### src/rtl/serial_add_pkg.sv
// Shared types and sizing helpers for the bit-serial adder sequencer.
// The optional signed-overflow output is enabled by defining SERIAL_ADD_OVF_EN.
package serial_add_pkg;

    typedef enum logic [1:0] {
        IDLE = 2'd0,
        RUN  = 2'd1,
        DONE = 2'd2
    } state_e;

    localparam int DEFAULT_WIDTH = 8;

    // Bit-counter width. WIDTH is at least 2, so $clog2 never yields zero.
    function automatic int cnt_w(input int width);
        return (width > 1) ? $clog2(width) : 1;
    endfunction

endpackage

### src/rtl/serial_add_ctrl_fa_cell.sv
// One-bit combinational full adder.
// This is the single adder cell that the serial sequencer time-shares.
module fa_cell (
    input  logic a,
    input  logic b,
    input  logic ci,
    output logic s,
    output logic co
);

    assign s  = a ^ b ^ ci;
    assign co = (a & b) | (ci & (a ^ b));

endmodule

### src/rtl/serial_add_ctrl.sv
// Bit-serial WIDTH-bit adder: it pushes one bit pair per clock, LSB first, through a single fa_cell.
// Defining SERIAL_ADD_OVF_EN adds the registered signed-overflow output ovf.
module serial_add_ctrl
    import serial_add_pkg::*;
#(
    parameter int WIDTH = DEFAULT_WIDTH
) (
    input  logic             clk,
    input  logic             rst,
    input  logic             start,
    input  logic [WIDTH-1:0] a,
    input  logic [WIDTH-1:0] b,
    input  logic             cin,
    output logic             busy,
    output logic             done,
    output logic [WIDTH-1:0] sum,
    output logic             cout,
`ifdef SERIAL_ADD_OVF_EN
    output logic             ovf,
`endif
    output state_e           state_o
);

    localparam int              CNT_W = cnt_w(WIDTH);
    localparam logic [CNT_W-1:0] LAST = CNT_W'(WIDTH - 1);

    state_e           state_q;
    logic [WIDTH-1:0] a_sr_q;
    logic [WIDTH-1:0] b_sr_q;
    logic [WIDTH-1:0] sum_sr_q;
    logic [WIDTH-1:0] sum_q;
    logic [CNT_W-1:0] cnt_q;
    logic             c_q;
    logic             busy_q;
    logic             done_q;
    logic             cout_q;
`ifdef SERIAL_ADD_OVF_EN
    logic             ovf_q;
`endif

    logic             cell_s;
    logic             cell_co;
    logic [WIDTH-1:0] sum_sr_d;

    fa_cell u_fa (
        .a  (a_sr_q[0]),
        .b  (b_sr_q[0]),
        .ci (c_q),
        .s  (cell_s),
        .co (cell_co)
    );

    // Sum bits enter at the MSB, so after WIDTH shifts bit 0 sits at the LSB.
    assign sum_sr_d = {cell_s, sum_sr_q[WIDTH-1:1]};

    always_ff @(posedge clk) begin
        if (rst) begin
            state_q  <= IDLE;
            a_sr_q   <= '0;
            b_sr_q   <= '0;
            sum_sr_q <= '0;
            sum_q    <= '0;
            cnt_q    <= '0;
            c_q      <= 1'b0;
            busy_q   <= 1'b0;
            done_q   <= 1'b0;
            cout_q   <= 1'b0;
`ifdef SERIAL_ADD_OVF_EN
            ovf_q    <= 1'b0;
`endif
        end else begin
            // Status flags trail the state by one edge, so every output is a plain flop.
            busy_q <= (state_q == RUN);
            done_q <= (state_q == DONE);
            case (state_q)
                IDLE: begin
                    if (start) begin
                        a_sr_q  <= a;
                        b_sr_q  <= b;
                        c_q     <= cin;
                        cnt_q   <= '0;
                        state_q <= RUN;
                    end
                end
                RUN: begin
                    a_sr_q   <= a_sr_q >> 1;
                    b_sr_q   <= b_sr_q >> 1;
                    sum_sr_q <= sum_sr_d;
                    c_q      <= cell_co;
                    if (cnt_q == LAST) begin
                        sum_q   <= sum_sr_d;
                        cout_q  <= cell_co;
`ifdef SERIAL_ADD_OVF_EN
                        // c_q holds the carry into the MSB while the MSB is being added.
                        ovf_q   <= c_q ^ cell_co;
`endif
                        state_q <= DONE;
                    end else begin
                        cnt_q <= cnt_q + 1'b1;
                    end
                end
                DONE: begin
                    state_q <= IDLE;
                end
                default: begin
                    state_q <= IDLE;
                end
            endcase
        end
    end

    assign busy    = busy_q;
    assign done    = done_q;
    assign sum     = sum_q;
    assign cout    = cout_q;
`ifdef SERIAL_ADD_OVF_EN
    assign ovf     = ovf_q;
`endif
    assign state_o = state_q;

endmodule

### config.mk
export PLATFORM = sky130hd
export DESIGN_NAME = serial_add_ctrl
export DESIGN_NICKNAME = d
export VERILOG_FILES = /design/src/rtl/serial_add_pkg.sv /design/src/rtl/serial_add_ctrl_fa_cell.sv /design/src/rtl/serial_add_ctrl.sv
export SDC_FILE = /design/constraint.sdc
export NUM_CORES = 1
export LEC_CHECK = 0
export CAP_MARGIN = 0
export CORE_ASPECT_RATIO = 0.8
export CORE_UTILIZATION = 45
export DETAILED_ROUTE_END_ITERATION = 12
export MAX_ROUTING_LAYER = met4
export PLACE_DENSITY = 0.71
export SLEW_MARGIN = 20
export SYNTH_ARGS = -nofsm -noshare
export SYNTH_HDL_FRONTEND = slang
export SYNTH_SLANG_ARGS = --single-unit
### constraint.sdc
create_clock -name clk -period 1.5 [get_ports clk]
set_input_delay 0.375 -clock clk [delete_from_list [all_inputs] [get_ports clk]]
set_output_delay 0.375 -clock clk [all_outputs]
set_load 0.01 [all_outputs]
==> impl_metrics.py, run 1 <==
metrics = {
    "sta": {
        "timing.max_slew.rel_slack": 0.774,
        "grt_setup_unrepaired": "no",
        "final_min_period_over_clock_period": 0.943,
        "final_max_slew_viol_count": 0,
        "finalWorstSetupSlack_ps": 86.2,
        "finalSetupViolCount": 0,
        "hold-worst-slack_ps": 406,
        "fmax_mhz": 707,
        "final_hold_violation_count": 0,
        "period_minus_slack_ps": 1410,
        "final.setup.tns_ps": 0,
        "clock-skew-final_ps": 12.9,
        "worst_slew_pin_slew_ps": 338,
    },
    "cts": {
        "numClockSinks": 40,
        "tritoncts": "built",
        "ctsRootBufferMaster": "clkbuf_8",
        "cts_setup_buffers": 0,
        "cts_htree_levels": 2,
        "clk_pin_slew_worst_paths_ps": 60,
        "cts_hold_buf": 0,
        "clk-insertion-delay-late_ps": 290,
        "clock_tree.buffer_depth": 2,
        "numCtsBuffers": 5,
    },
    "setup_path": {
        "required_time_at_the_endpoint_of_the_critical_path_ps": 1670,
        "critical-path-top-cell-by-count": "ha_1",
        "critPathKind": "reg2reg",
        "timing.rr.end": "cnt_q[0]$_SDFFE_PP0P_",
        "critPathMaxFanout": 3,
        "cpMaxStageDelayCell": "nor4b_2",
        "timing.critical_path.max_delay_family": "simple AND/OR/NAND/NOR gates",
        "buf_inv_on_cp": 0,
        "critical_path.max_stage_delay_ps": 370,
        "critical_path_arrival_ps": 1590,
        "crit_path_cell_trace": "ha_1 -> ha_1 -> nor4b_2 -> nand2_1 -> o31ai_1",
        "setup.reg_to_reg.worst_slack_ps": 90,
        "r2r-start": "cnt_q[0]$_SDFFE_PP0P_",
        "reg2regPathDepth": 5,
        "nature_of_the_critical_path_endpoint": "flip-flop",
        "start_kind": "flip-flop",
    },
    "logic_synthesis": {
        "post_synth_num_cell_types": 24,
        "synth_area_leaders": "dfxtp_1 46%, a211oi_2 11%, mux2i_1 8.7%",
        "syn-instance-count": 177,
        "syn-num-nets": 200,
        "synthArstFlopShare": 0,
        "synth_seq_cells": 40,
        "number_of_warning_messages_in_the_yosys_log": 0,
        "synth.largest_area_cell": "dfxtp_1",
        "synth_seq_area_share": 0.464,
        "post_synth.cell_area_avg_um2": 9.74,
        "synth_area_um2": 1720,
        "synth_edf_count": 0,
        "synth_top_area_share": 0.464,
        "top_cell_types_by_occurrence_after_synthesis": "40 x dfxtp_1, 26 x nand2_1, 19 x nor2_1",
        "post-synth-top-count-cell": "dfxtp_1",
        "dominant_register_cell_in_the_synthesized_netlist": "dfxtp_1",
    },
    "detailed_routing": {
        "drtAntennaViolNets": 0,
        "vias": 1335,
        "dr.first_iter.drc_count": 89,
        "wire_per_inst_um": 13.2,
        "detailedRoute.firstPassIterationCount": 8,
        "route.final.wire_length_um": 3360,
        "route.detailed.drc": 3,
        "post_drt_via_cell_ratio": 5.26,
    },
    "min_path": {
        "hold_path_depth": 2,
        "timing.hold.worst.class": "in2reg",
        "min-delay-start": "rst",
        "whs_endpoint": "cnt_q[0]$_SDFFE_PP0P_",
    },
    "power": {
        "power.density_cell_area_nw_per_um2": 985,
        "ir_worst_vdd_uv": 704,
        "power.leakage_uw": 0.000875,
        "finalPower_uw": 2130,
    },
    "floorplanning": {
        "floorplan.io_pins": 33,
        "start_util": 0.487,
        "fp.dieArea_um2": 4080,
        "floorplan_row_count": 19,
        "core_area_um2": 3540,
        "die_w_um": 71.2,
        "chipHeight_um": 57.4,
    },
    "place": {
        "place_ws_ps": -85.9,
        "place.gp.congestion": 0.801,
        "numPortBuffers": 32,
        "cell_count_post_placement": 247,
        "dpl.hpwl_um": 2420,
    },
    "layout": {
        "area_growth_pct": 25.5,
        "num-nets-final": 235,
        "final_instance_count_excl_fillers": 254,
        "final-seq-area_um2": 801,
        "multi_input_comb_area_um2": 826,
        "final_layout_size_suffix_gt1_frac": 0.170,
        "final.fill_count": 303,
        "antenna_cells": 0,
    },
    "outcome": {
        "outcome": "finished with violations",
        "violations_in_the_final_reports": "DRC",
    },
    "global_route": {
        "gr-usage-all-layers": 0.190,
        "first_global_vias": 1254,
        "antenna_found_initial": 0,
        "grt_first_pass_wirelength_um": 5730,
        "grt_overflow": 0,
        "grt_start_max_net_pins": 20,
    },
    "run": {
        "max_cap_viols": 0,
    },
}
## cell usage in the layout, fill, tap and decap left out, types with 2 or more instances in the layout
cell / instances
dfxtp_1: 40
nand2_1: 26
nor2_1: 19
clkdlybuf4s50_1: 18
a21oi_1: 17
mux2i_1: 15
a211oi_2: 15
dlygate4sd2_1: 13
nand3_1: 9
buf_4: 8
nand2b_1: 5
clkbuf_8: 5
nor2b_1: 2
o21ai_0: 2
nor3b_1: 2
a22oi_1: 2
ha_1: 2
buf_12: 2
## worst max-delay path by stage
| stage | endpoint | cells after the start | from |
|---|---|---|---|
| final | cnt_q[0]$_SDFFE_PP0P_ | 5 | cnt_q[0]$_SDFFE_PP0P_ |
| after global routing | cnt_q[1]$_SDFFE_PP0P_ | 5 | cnt_q[0]$_SDFFE_PP0P_ |
| after CTS | sum[1]$_SDFFE_PP0P_ | 6 | cnt_q[0]$_SDFFE_PP0P_ |
| after detailed placement | b_sr_q[6]$_SDFFE_PP0P_ | 5 | start |
| after global placement | b_sr_q[2]$_SDFFE_PP0P_ | 5 | start |
| after floorplan | sum[0]$_SDFFE_PP0P_ | 6 | cnt_q[0]$_SDFFE_PP0P_ |
## per-layer routing
layer  wire [um]  track usage  up-vias  part of all wire
met5           0            -        -                 0
met4          56       0.0829        0             0.017
met3         149       0.0477        6             0.044
met2        1620        0.295       26              0.48
met1        1540        0.235      621              0.46
li1            -            -      682                 -
## state kept, by name, summed over array words and instances, names as in the netlist
name / count
a_sr_q: 8
b_sr_q: 8
sum: 8
sum_sr_q: 7
cnt_q: 3
state_o: 2
busy: 1
c_q: 1
cout: 1
done: 1
## cell type report
type | count | area share
Sequential cell | 40 | 0.370
Timing Repair Buffer | 42 | 0.185
Tap cell | 42 | 0.0243
Clock inverter | 2 | 0.00578
Multi-Input combinational cell | 122 | 0.382
Inverter | 1 | 0.00174
Clock buffer | 5 | 0.0318
## stage by stage
| stage | instance area, um2 | util |
|---|---|---|
| after floorplan | 1720 | - |
| after global placement | 2090 | 0.590 |
| after detailed placement | 2090 | 0.590 |
| after CTS | 2150 | 0.608 |
| after global routing | 2160 | 0.611 |
| final | 2160 | 0.611 |
## cells by family (layout without fill, tap and decap cells)
family	count (synthesis)	after routing	synth area share
buf+inv	15	50	0.0617
simple gates	65	65	0.173
flops	40	40	0.464
compound gates	39	39	0.187
mux	15	15	0.0871
fa+ha+maj	3	3	0.0261
## worst reg2reg max path, cell delays in order (launching register included)
cell and delay, ps:
dfxtp_1 320, ha_1 200, ha_1 210, nor4b_2 370, nand2_1 100, o31ai_1 100
## report_power, final
group / total, uW / leakage [uW] / switching, uW / internal [uW]
Clock: 667 / 0.0000400 / 353 / 314
Combinational: 321 / 0.000508 / 159 / 162
Sequential: 1140 / 0.000327 / 27.8 / 1110
## timing repair
| action | in CTS | in global routing |
|---|---|---|
| resized for setup | 13 | 1 |
| pin swaps | 0 | 0 |
| endpoints found under the setup margin | 13 | 9 |
No activity file was read; power rests on OpenSTA's default activity.
==> run 2, diff against run 1 <==
- HOLD_SLACK_MARGIN: not set -> 0.08
- TNS_END_PERCENT: not set -> 1
==> results of run 2 <==
No change in the layout: final DEF, timing and power equal those of run 1.
==> run 3, diff against run 2 <==
--- a/config.mk
+++ b/config.mk
@@ -7,4 +7,3 @@
 export LEC_CHECK = 0
-export CAP_MARGIN = 0
-export CORE_ASPECT_RATIO = 0.8
+export CAP_MARGIN = 20
 export CORE_UTILIZATION = 45
==> constraint.sdc (replaced) <==
create_clock -name clk -period 1.5 [get_ports clk]
set_input_delay 0.15 -clock clk [delete_from_list [all_inputs] [get_ports clk]]
set_output_delay 0.15 -clock clk [all_outputs]
set_load 0.01 [all_outputs]
==> run 3 against run 2 <==
The run now ends clean. Critical path type is now reg2out. Global-route usage fell by 1.8 points. Core utilization fell by 2.0 points. Register-to-register slack improved by 60 ps. Largest cell class unchanged.
==> impl_metrics.py, run 3 (same netlist as run 1, synthesis figures left out) <==
metrics = {
    "cts": {
        "cts_setup_buffers": 0,
        "tritoncts": "built",
        "numClockSinks": 40,
        "clk_pin_slew_worst_paths_ps": 80,
        "cts_htree_levels": 2,
        "numCtsBuffers": 5,
        "ctsRootBufferMaster": "clkbuf_8",
        "clock_tree.buffer_depth": 2,
        "clk-insertion-delay-late_ps": 290,
    },
    "sta": {
        "final_hold_violation_count": 0,
        "grt_setup_unrepaired": "no",
        "finalSetupViolCount": 0,
        "period_minus_slack_ps": 1400,
        "hold-worst-slack_ps": 310,
        "final_min_period_over_clock_period": 0.932,
        "final_max_slew_viol_count": 0,
        "timing.max_slew.rel_slack": 0.652,
        "clock-skew-final_ps": 5.46,
        "final.setup.tns_ps": 0,
        "fmax_mhz": 715,
        "worst_slew_pin_slew_ps": 522,
    },
    "power": {
        "power.leakage_uw": 0.000781,
        "pwr-share-comb": 0.143,
        "share_clk_of_total_power": 0.324,
        "switching_share_of_power": 0.258,
        "ir_worst_vdd_uv": 666,
        "power.density_cell_area_nw_per_um2": 994,
        "p_sw_uw": 555,
        "seqPwrFrac": 0.533,
        "power_report.internal_total_uw": 1590,
        "finalPower_uw": 2150,
    },
    "detailed_routing": {
        "drtAntennaViolNets": 0,
        "wire_per_inst_um": 11.9,
        "vias": 1306,
        "route.detailed.drc": 0,
        "dr.first_iter.drc_count": 41,
        "post_drt_via_cell_ratio": 5.04,
        "detailedRoute.firstPassIterationCount": 6,
        "route.final.wire_length_um": 3080,
    },
    "setup_path": {
        "crit_path_cell_trace": "clkdlybuf4s50_1",
        "setup.reg_to_reg.worst_slack_ps": 150,
        "critPathMaxFanout": 5,
        "r2r-start": "cnt_q[0]$_SDFFE_PP0P_",
        "nature_of_the_critical_path_endpoint": "output pin",
        "cpMaxStageDelayCell": "clkdlybuf4s50_1",
        "critical_path.max_stage_delay_ps": 560,
        "critPathKind": "reg2out",
        "buf_inv_on_cp": 1,
        "timing.rr.end": "cnt_q[1]$_SDFFE_PP0P_",
        "reg2regPathDepth": 5,
        "start_kind": "flip-flop",
        "timing.critical_path.max_delay_family": "buffers and inverters",
        "critical_path_arrival_ps": 1250,
        "required_time_at_the_endpoint_of_the_critical_path_ps": 1350,
    },
    "outcome": {
        "outcome": "finished clean",
    },
    "floorplanning": {
        "start_util": 0.471,
        "core_area_um2": 3660,
        "floorplan_row_count": 22,
        "chipHeight_um": 63.9,
        "floorplan.io_pins": 33,
        "die_w_um": 63.9,
        "fp.dieArea_um2": 4080,
    },
    "global_route": {
        "grt_overflow": 0,
        "antenna_found_initial": 0,
        "gr-usage-all-layers": 0.172,
        "first_global_vias": 1204,
        "grt_first_pass_wirelength_um": 5220,
        "grt_start_max_net_pins": 31,
    },
    "layout": {
        "area_growth_pct": 25.4,
        "final.fill_count": 331,
        "layout_commonest_cell": "dfxtp_1",
        "final_layout_size_suffix_gt1_frac": 0.175,
        "antenna_cells": 0,
        "num-nets-final": 233,
        "layout.cells.most_common_list": "39 x dfxtp_1, 31 x clkdlybuf4s50_1, 26 x nand2_1, 19 x nor2_1, 16 x a21oi_1",
        "final-seq-area_um2": 802,
        "multi_input_comb_area_um2": 821,
    },
    "min_path": {
        "timing.hold.worst.class": "in2reg",
        "hold_path_depth": 2,
        "whs_endpoint": "state_o[0]$_SDFFE_PP0P_",
        "min-delay-start": "rst",
    },
    "place": {
        "numPortBuffers": 32,
        "dpl.hpwl_um": 2230,
        "place.gp.congestion": 0.741,
    },
    "run": {
        "max_cap_viols": 0,
    },
}
==> run 3: power groups by stage <==
stage | logic (uW) | registers, uW | clock network [uW]
4_1_cts | 309 | 1150 | 712
2_1_floorplan | 229 | 1160 | 0
5_1_grt | 339 | 1150 | 769
3_5_place_dp | 308 | 1170 | 0
3_3_place_gp | 298 | 1170 | 0
6_report | 308 | 1140 | 697
==> run 3: what timing repair did <==
action,in CTS,in global routing
gates resized for setup,0,2
hold buffers,0,0
setup endpoints to repair,0,5
==> run 3: layout make-up <==
| cell class | count | share of cell area |
|---|---|---|
| clock inverters | 3 | 0.00868 |
| flip-flops and latches | 40 | 0.371 |
| clock buffers | 5 | 0.0318 |
| repair buffers | 40 | 0.179 |
| multi-input cells | 122 | 0.380 |
| well taps | 48 | 0.0278 |
| inverters | 1 | 0.00174 |
==> run 3: metal layers <==
metal	share of wire	wire, um	GRT usage
met5	0	0	-
met4	0.0094	29	0.0597
met3	0.050	153	0.0625
met2	0.50	1540	0.295
met1	0.44	1360	0.180
==> run 3: worst max path at each step <==
stage | start | end | slack [ps] | cells past startpoint
after floorplan | cnt_q[0]$_SDFFE_PP0P_ | sum[0]$_SDFFE_PP0P_ | 240 | 6
after global placement | cnt_q[0]$_SDFFE_PP0P_ | cnt_q[1]$_SDFFE_PP0P_ | 130 | 5
after detailed placement | cnt_q[0]$_SDFFE_PP0P_ | cnt_q[1]$_SDFFE_PP0P_ | 80 | 5
after CTS | state_o[0]$_SDFFE_PP0P_ | state_o[0] | 40 | 1
after global routing | cnt_q[0]$_SDFFE_PP0P_ | cnt_q[2]$_SDFFE_PP0P_ | 10 | 5
final | state_o[1]$_SDFFE_PP0P_ | state_o[1] | 100 | 1
==> run 3: per-stage QoR <==
stage                     setup WS, ps  cell area [um2]   util  cells
after CTS                         36.9             2160  0.589    259
after floorplan                    237             1720      -    177
after global placement             131             2070  0.565    251
after detailed placement          81.9             2070  0.565    251
final                              102             2160  0.591    259
after global routing              12.8             2160  0.591    259
